--- src/rtl/seg_pkg.sv ---
// Shared constants for the seven-segment scan controller: segment width,
// hex-to-segment table ({g,f,e,d,c,b,a}, active-high) and scan states.
package seg_pkg;

    localparam int SEG_W = 7;

    localparam logic [SEG_W-1:0] HEX_SEG [16] = '{
        7'h3F, 7'h06, 7'h5B, 7'h4F, 7'h66, 7'h6D, 7'h7D, 7'h07,
        7'h7F, 7'h6F, 7'h77, 7'h7C, 7'h39, 7'h5E, 7'h79, 7'h71
    };

    typedef enum logic [1:0] {
        OFF   = 2'd0,
        SHOW  = 2'd1,
        BLANK = 2'd2
    } state_t;

endpackage

--- src/rtl/hex_to_seg.sv ---
// Combinational hex digit to seven-segment pattern lookup.
module hex_to_seg
    import seg_pkg::*;
(
    input  logic [3:0]       i_hex,
    output logic [SEG_W-1:0] o_seg
);

    assign o_seg = HEX_SEG[i_hex];

endmodule

--- src/rtl/seg_scan_ctrl.sv ---
// Time-multiplexed seven-segment scan controller with a double-buffered digit
// bank, dead-time between digits and leading-zero blanking; outputs registered.
module seg_scan_ctrl
    import seg_pkg::*;
#(
    parameter int DIGITS = 4,
    parameter int DWELL  = 100,
    parameter int GAP    = 2,
    localparam int AW    = (DIGITS <= 2) ? 1 : $clog2(DIGITS),
    localparam int CW    = $clog2(((DWELL > GAP) ? DWELL : GAP) + 1)
) (
    input  logic              clk,
    input  logic              rst_n,
    input  logic              enable,
    input  logic              wr_en,
    input  logic [AW-1:0]     wr_addr,
    input  logic [3:0]        wr_data,
    input  logic              lz_blank,
    output logic [SEG_W-1:0]  seg,
    output logic [DIGITS-1:0] dig_sel,
    output logic              frame_done
);

    state_t              r_state;
    logic [AW-1:0]       r_idx;
    logic [CW-1:0]       r_cnt;
    logic [3:0]          r_shadow [DIGITS];
    logic [3:0]          r_active [DIGITS];
    logic [SEG_W-1:0]    r_seg;
    logic [DIGITS-1:0]   r_dig_sel;
    logic                r_frame_done;

    state_t              w_next_state;
    logic [AW-1:0]       w_next_idx;
    logic [CW-1:0]       w_next_cnt;
    logic                w_copy;
    logic                w_wrap;
    logic [3:0]          w_next_active [DIGITS];
    logic [DIGITS-1:0]   w_lz;
    logic                w_zero_above;
    logic [3:0]          w_digit;
    logic [SEG_W-1:0]    w_seg;
    logic                w_blank;

    always_comb begin
        w_next_state = r_state;
        w_next_idx   = r_idx;
        w_next_cnt   = r_cnt;
        w_copy       = 1'b0;
        w_wrap       = 1'b0;
        case (r_state)
            OFF: begin
                if (enable) begin
                    w_next_state = SHOW;
                    w_next_idx   = '0;
                    w_next_cnt   = '0;
                    w_copy       = 1'b1;
                end
            end
            SHOW, BLANK: begin
                if (!enable) begin
                    w_next_state = OFF;
                    w_next_idx   = '0;
                    w_next_cnt   = '0;
                end else if ((r_state == SHOW && r_cnt != CW'(DWELL - 1)) ||
                             (r_state == BLANK && r_cnt != CW'(GAP - 1))) begin
                    w_next_cnt = r_cnt + CW'(1);
                end else begin
                    w_next_cnt = '0;
                    if (r_state == SHOW && GAP > 0) begin
                        w_next_state = BLANK;
                    end else begin
                        // Advancing past the last digit starts a new frame.
                        w_next_state = SHOW;
                        if (r_idx == AW'(DIGITS - 1)) begin
                            w_next_idx = '0;
                            w_copy     = 1'b1;
                            w_wrap     = 1'b1;
                        end else begin
                            w_next_idx = r_idx + AW'(1);
                        end
                    end
                end
            end
            default: begin
                w_next_state = OFF;
                w_next_idx   = '0;
                w_next_cnt   = '0;
            end
        endcase
    end

    // Outputs are computed from the post-edge bank so a frame copy and its
    // first digit appear on the same edge.
    always_comb begin
        w_zero_above = 1'b1;
        w_lz         = '0;
        for (int i = 0; i < DIGITS; i++) begin
            w_next_active[i] = w_copy ? r_shadow[i] : r_active[i];
        end
        for (int i = DIGITS - 1; i >= 1; i--) begin
            w_zero_above = w_zero_above && (w_next_active[i] == 4'h0);
            w_lz[i]      = w_zero_above;
        end
    end

    assign w_digit = w_next_active[w_next_idx];
    assign w_blank = lz_blank && w_lz[w_next_idx];

    hex_to_seg u_hex_to_seg (
        .i_hex (w_digit),
        .o_seg (w_seg)
    );

    always_ff @(posedge clk or negedge rst_n) begin
        if (!rst_n) begin
            r_state      <= OFF;
            r_idx        <= '0;
            r_cnt        <= '0;
            r_seg        <= '0;
            r_dig_sel    <= '0;
            r_frame_done <= 1'b0;
            for (int i = 0; i < DIGITS; i++) begin
                r_shadow[i] <= 4'h0;
                r_active[i] <= 4'h0;
            end
        end else begin
            r_state      <= w_next_state;
            r_idx        <= w_next_idx;
            r_cnt        <= w_next_cnt;
            r_frame_done <= w_wrap;
            for (int i = 0; i < DIGITS; i++) begin
                r_active[i] <= w_next_active[i];
            end
            if (wr_en && (int'(wr_addr) < DIGITS)) begin
                r_shadow[wr_addr] <= wr_data;
            end
            if (w_next_state == SHOW) begin
                r_seg     <= w_blank ? '0 : w_seg;
                r_dig_sel <= DIGITS'(1) << w_next_idx;
            end else begin
                r_seg     <= '0;
                r_dig_sel <= '0;
            end
        end
    end

    assign seg        = r_seg;
    assign dig_sel    = r_dig_sel;
    assign frame_done = r_frame_done;

endmodule

--- config.mk ---
export PLATFORM = sky130hd
export DESIGN_NAME = seg_scan_ctrl
export DESIGN_NICKNAME = d
export VERILOG_FILES = /design/src/rtl/seg_pkg.sv /design/src/rtl/hex_to_seg.sv /design/src/rtl/seg_scan_ctrl.sv
export SDC_FILE = /design/constraint.sdc
export NUM_CORES = 1
export LEC_CHECK = 0
export BUFFER_PORTS_ARGS = -buffer_cell sky130_fd_sc_hd__buf_2
export CAP_MARGIN = 30
export CORE_MARGIN = 2
export CORE_UTILIZATION = 64
export DETAILED_ROUTE_END_ITERATION = 7
export PLACE_DENSITY = 0.84
export SETUP_SLACK_MARGIN = 0.3
export SLEW_MARGIN = 20
export SYNTH_ARGS = -nofsm -noshare
export SYNTH_HDL_FRONTEND = slang
export SYNTH_SLANG_ARGS = --single-unit
export TNS_END_PERCENT = 50
--- constraint.sdc ---
create_clock -name clk -period 6.17 [get_ports clk]
set_input_delay 1.234 -clock clk [delete_from_list [all_inputs] [get_ports clk]]
set_output_delay 1.234 -clock clk [all_outputs]
set_load 0.02 [all_outputs]
[Word level (Yosys, flattened, before mapping)]
Memory sizes are Yosys's and may differ from the RTL's.
Cells that the tools add are included.
Storage, ports and cells
  memories kept: 1
  memory bits (read-only): 112
  register bits: 55
  input port bits: 11
Operators by class
  muxes and demuxes: 39
  equality and inequality tests: 7
  shift operators: 1
  $add $sub $neg: 2
  bitwise gates (word level): 3
  order comparisons: 5
  reduce and logical (&&, ||, !) cells: 12
Memories
  (name not given): depth 16, width 7, read ports 1, clocked after Yosys merged registers in 0, write ports 0, line hex_to_seg.sv:9  | assign o_seg = HEX_SEG[i_hex];
Operator list (count)
  $mux W7: 7
  $mux W4: 8
  $mux W2: 9
  $bwmux W16: 1
  $pmux W7 S2: 1
  $logic_not A4 Y1: 3
  $bmux W4 S2: 1
  $demux W4 S2: 1
  $pmux W2 S2: 2
  $add A7 B1 Y7 const B: 1
  $mux W1: 7
  $ne A7 B1 Y1 const B: 1
  $ne A7 B7 Y1 const B: 1
  $ge A3 B3 Y1 const B: 2
  $logic_and A1 B1 Y1: 6
  $not A2 Y3: 2
  $ge A5 B5 Y1 const B: 1
  $not A4 Y5: 1
  $eq A2 B1 Y1 const B: 2
  $eq A2 B2 Y1 const B: 2
  $shl A1 B2 Y4 const A: 1
  $lt A2 B3 Y1 const B: 1
  $lt A3 B1 Y1 const B: 1
  $add A2 B1 Y2 const B: 1
  6 further kinds: 6

[Longest topological paths before layout]
  depth in word-level cells: 16
  depth in mapped cells: 16

[Hierarchy]
Synthesis repeated with hierarchy kept, for this count alone.
Second synthesis, totals
  cells, all modules: 259
  area total of the unflattened synthesis: 2972.9 µm²
By module, submodules not included
  seg_scan_ctrl: times used 1, sequential area each 1376.3 µm², cells each 226, area each 2678.8 µm²
  hex_to_seg: times used 1, sequential area each 0.0 µm², cells each 33, area each 294.0 µm²

[Least setup slack after synthesis]
Ideal clock, no wire load.
  path type: input -> register
  start: input port enable
  end: register r_seg[6] (netlist: seg[6])
  stages on the path: 13
  setup slack: 2.747 ns
  data arrival time: 3.320 ns
  setup time: 0.104 ns
  required time: 6.066 ns
  path through: nand2_1 > nor3b_2 > a21oi_2 > buf_6 > mux2_4 > mux2_4 > a21oi_4 > inv_1 > ha_1 > inv_1 > a21oi_1 > a21o_1 > a221oi_1
RTL lines
  start, declared: line seg_scan_ctrl.sv:14  | input logic enable,
  end signal, assigned: line seg_scan_ctrl.sv:139  | r_seg <= w_blank ? '0 : w_seg;
  end, declared: line seg_scan_ctrl.sv:29  | logic [SEG_W-1:0] r_seg;

[Worst setup path after layout]
  start: input port enable
  end: register r_seg[6] (netlist: seg[6])
On the way
  cells in the longest elaborated chain, start to end: 12
Ends and longest elaborated chain
  $mux W1 (tied with other cells): line seg_scan_ctrl.sv:61  | if (!enable) begin
  $pmux W1 S2 / $pmux W2 S2 (equally long branches): line seg_scan_ctrl.sv:51  | case (r_state)
  $mux W4 / $not A2 Y3 (equally long branches): line seg_scan_ctrl.sv:99, seg_scan_ctrl.sv:107
  $bmux W4 S2: line seg_scan_ctrl.sv:107  | assign w_digit = w_next_active[w_next_idx];
  $mux W4 (implied by the code) (2 in a row): line seg_scan_ctrl.sv:107
  $not A4 Y5 (implied by the code): line hex_to_seg.sv:9
  $mem_v2 Z16 W7
  $mux W7 (implied by the code) (2 in a row): line hex_to_seg.sv:9
  $mux W7: line seg_scan_ctrl.sv:139
  $mux W7 *: line seg_scan_ctrl.sv:138  | if (w_next_state == SHOW) begin
Every way passes the cells marked *; elsewhere a longest branch is shown, timed or not. The select of a mux whose other input is x is not followed.
A chain may end at the register's enable or synchronous reset.

==> impl_metrics.env <==
export IMPL_vertical_extent_of_the_die_um=72.46
export IMPL_crit_fanout=8
export IMPL_grt_util_all_layers=0.2566
export IMPL_post_cts_setup_buffer_count=0
export IMPL_finalHoldViolations=0
export IMPL_ctsHoldBuffers=0
export IMPL_clock_tree_from_tritoncts="yes"
export IMPL_synth_ff_type="dfrtp_1"
export IMPL_synth_adder_area_share=0.05006
export IMPL_run_status="finished, final reports clean"
export IMPL_synth_ff_latch_count=55
export IMPL_globalRoute_totalOverflow=0
export IMPL_placement_cell_area_um2=3148
export IMPL_sequential_area_share_after_synthesis=0.4589
export IMPL_min_path_type="flip-flop to flip-flop"
export IMPL_worst_setup_path_start_kind="input pin"
export IMPL_setup_violations_final=0
export IMPL_floorplan_io_pins=23
export IMPL_timing_max_slew_rel_slack=0.4953
export IMPL_grt_pass1_vias=2134
export IMPL_synth_xor_xnor_area_share=0
export IMPL_fin_worst_skew_ns=0.01079
export IMPL_die_area_um2=5250
export IMPL_grt_setup_unrepaired="false"
export IMPL_routed_length_per_instance_um=17.09
export IMPL_synth_enable_flop_cells=0
export IMPL_synthArstFlopShare=1.000
export IMPL_synth_top_family_by_area="compound AO/OA/AOI/OAI gates"
export IMPL_grt_pass1_wl_um=10280
export IMPL_via_count=2160
export IMPL_layout_worst_path_cycle_share=0.6156
export IMPL_place_congestion=0.9022
export IMPL_clkLatencyLatePin_ns=0.31
export IMPL_route_detailed_drc=0
export IMPL_final_setup_tns_ns=0
export IMPL_numClockSinks=55
export IMPL_synth_compound_area_share=0.1748
export IMPL_grt_start_max_net_pins=56
export IMPL_actual_transition_at_the_worst_max_transition_pin_ns=0.7554
export IMPL_vias_per_cell=6.261
export IMPL_initial_utilization=0.6748
export IMPL_p_leak_uw=0.001539
export IMPL_synth_warning_count=0
export IMPL_rows=24
export IMPL_placeableCoreArea_um2=4444
export IMPL_gate_count_after_technology_mapping=266
export IMPL_timing_fmax_mhz=263.3
export IMPL_post_cts_resized=0
export IMPL_drive_gt1_frac=0.2662
export IMPL_avgSynthCellArea_um2=11.27
export IMPL_clockBufferDepth=2
export IMPL_final_cell_mix="dfrtp_1, buf_2, mux2_2"
export IMPL_route_antenna_remaining_nets=0
export IMPL_period_needed_ns=3.798
export IMPL_cp_data_required_time_ns=6.39
export IMPL_grt_antenna_before_repair=0
export IMPL_clock_root_buffer="clkbuf_8"
export IMPL_final_common_cell="dfrtp_1"
export IMPL_syn_num_nets=289
export IMPL_clk_transition_reported_paths_ns=0.10
export IMPL_timing_setup_critical_path_class="input pin to flip-flop"
export IMPL_drt_wl_total_um=5897
export IMPL_diodes=0
export IMPL_die_w_um=72.46
export IMPL_cts_htree_levels=2
export IMPL_synth_mux_area_fraction=0.1531
export IMPL_place_port_buffers=22
export IMPL_worst_setup_path_end_kind="flip-flop"
export IMPL_finalHoldWorstSlack_ns=0.4972
export IMPL_yosys_area_share_simple=0.1256
export IMPL_power_per_cell_area_nw_per_um2=497.3
export IMPL_drtPass1Iterations=6
export IMPL_final_max_slew_violation_count=0
export IMPL_max_cap_viol_count=0
export IMPL_syn_cell_area_um2=2999
export IMPL_final_cell_area_um2=3241
export IMPL_syn2layout_area_growth_pct=8.052
export IMPL_dp_final_hpwl_um=4377
export IMPL_drt_initial_drc_count=158
export IMPL_fin_nets=315
export IMPL_vdd_drop_max_uv=273.5
export IMPL_cp_arrival_ns=4.02
export IMPL_yosysUniqueCellTypes=57
export IMPL_cts_buffers_inserted=5
## worst paths after layout
| check | startpoint | end | slack (ns) | cells after the start |
|---|---|---|---|---|
| min reg2reg | r_active[13] | r_active[13] | 0.50 | 2 |
| max reg2reg | r_state[0] | seg[6] | 2.63 | 14 |
| max in group asynchronous | rst_n | r_shadow[4] | 4.68 | 2 |
| max | enable | seg[6] | 2.37 | 13 |
| min | r_active[13] | r_active[13] | 0.50 | 2 |
| min in group asynchronous | rst_n | r_state[1] | 1.03 | 2 |
## metal layers
metal  global-route usage  up-vias  share of wire
met4              0.09259        0          0.018
met5                    0        -              0
met1               0.3484     1048           0.47
met2               0.4128       69           0.47
met3              0.05139       10          0.048
li1                     -     1033              -
## layout make-up
type	count	area, µm²
clock inverters	2	12.51
fillers	307	1204
inverters	18	67.56
well taps	52	65.06
clock buffers	6	72.57
repair buffers	25	136.4
flip-flops and latches	55	1376
multi-input cells	187	1510
## sequential cells by signal, summed over array words and instances (netlist names)
name,cells
r_active,16
r_shadow,16
r_cnt,7
seg,7
dig_sel,4
r_idx,2
r_state,2
frame_done,1
## logic make-up (layout without fill, tap and decap cells)
family	count (synthesis)	in the layout
multiplexers	40	40
flip-flops	55	55
buffers and inverters	24	51
AO/OA/AOI/OAI	68	68
AND/OR/NAND/NOR	67	67
adder cells (fa/ha/maj)	12	12
## cell usage after synthesis, drive strengths merged, types with 2 or more instances
cell type,instances,area share
o21ai,15,0.026
a211o,2,0.0058
nand3b,4,0.010
a21oi,12,0.028
nor3b,2,0.0067
nor2b,2,0.0042
nor2,17,0.022
mux2i,15,0.054
nand2,13,0.016
mux2,25,0.099
o211ai,6,0.015
a211oi,5,0.018
buf,4,0.013
nor3,5,0.010
o31ai,3,0.0075
and2,2,0.0050
dfrtp,55,0.46
o22ai,4,0.010
and3,6,0.013
nand3,9,0.015
inv,18,0.023
a221oi,3,0.011
a21o,7,0.020
nor4,3,0.0063
clkbuf,2,0.0025
ha,12,0.050
## where the power goes
part           internal [µW]  switching [µW]  total (µW)
Combinational            359             521         880
Sequential               476            59.8         535
Clock                   79.6             116         196
Total                    914             697        1610
## metrics by stage
step                      total power [µW]  instances  utilization  setup WS [ns]
after CTS                             1601        344       0.7275          2.234
after floorplan                       1220        266            -          2.747
final                                 1611        345       0.7292          2.372
after global placement                1368        335       0.7058          1.962
after detailed placement              1403        336       0.7083          1.926
after global routing                  1725        345       0.7292          2.090
## worst max-delay path: stages
cell and delay [ns]:
buf_2 0.13, nand2_1 0.10, a211oi_2 0.52, o22ai_1 0.18, a21oi_1 0.51, o22ai_1 0.22, a21oi_4 0.25, inv_1 0.11
ha_1 0.20, inv_1 0.08, a21oi_1 0.06, a21o_1 0.17, a221oi_1 0.24
No activity file was read; power rests on OpenSTA's default activity.
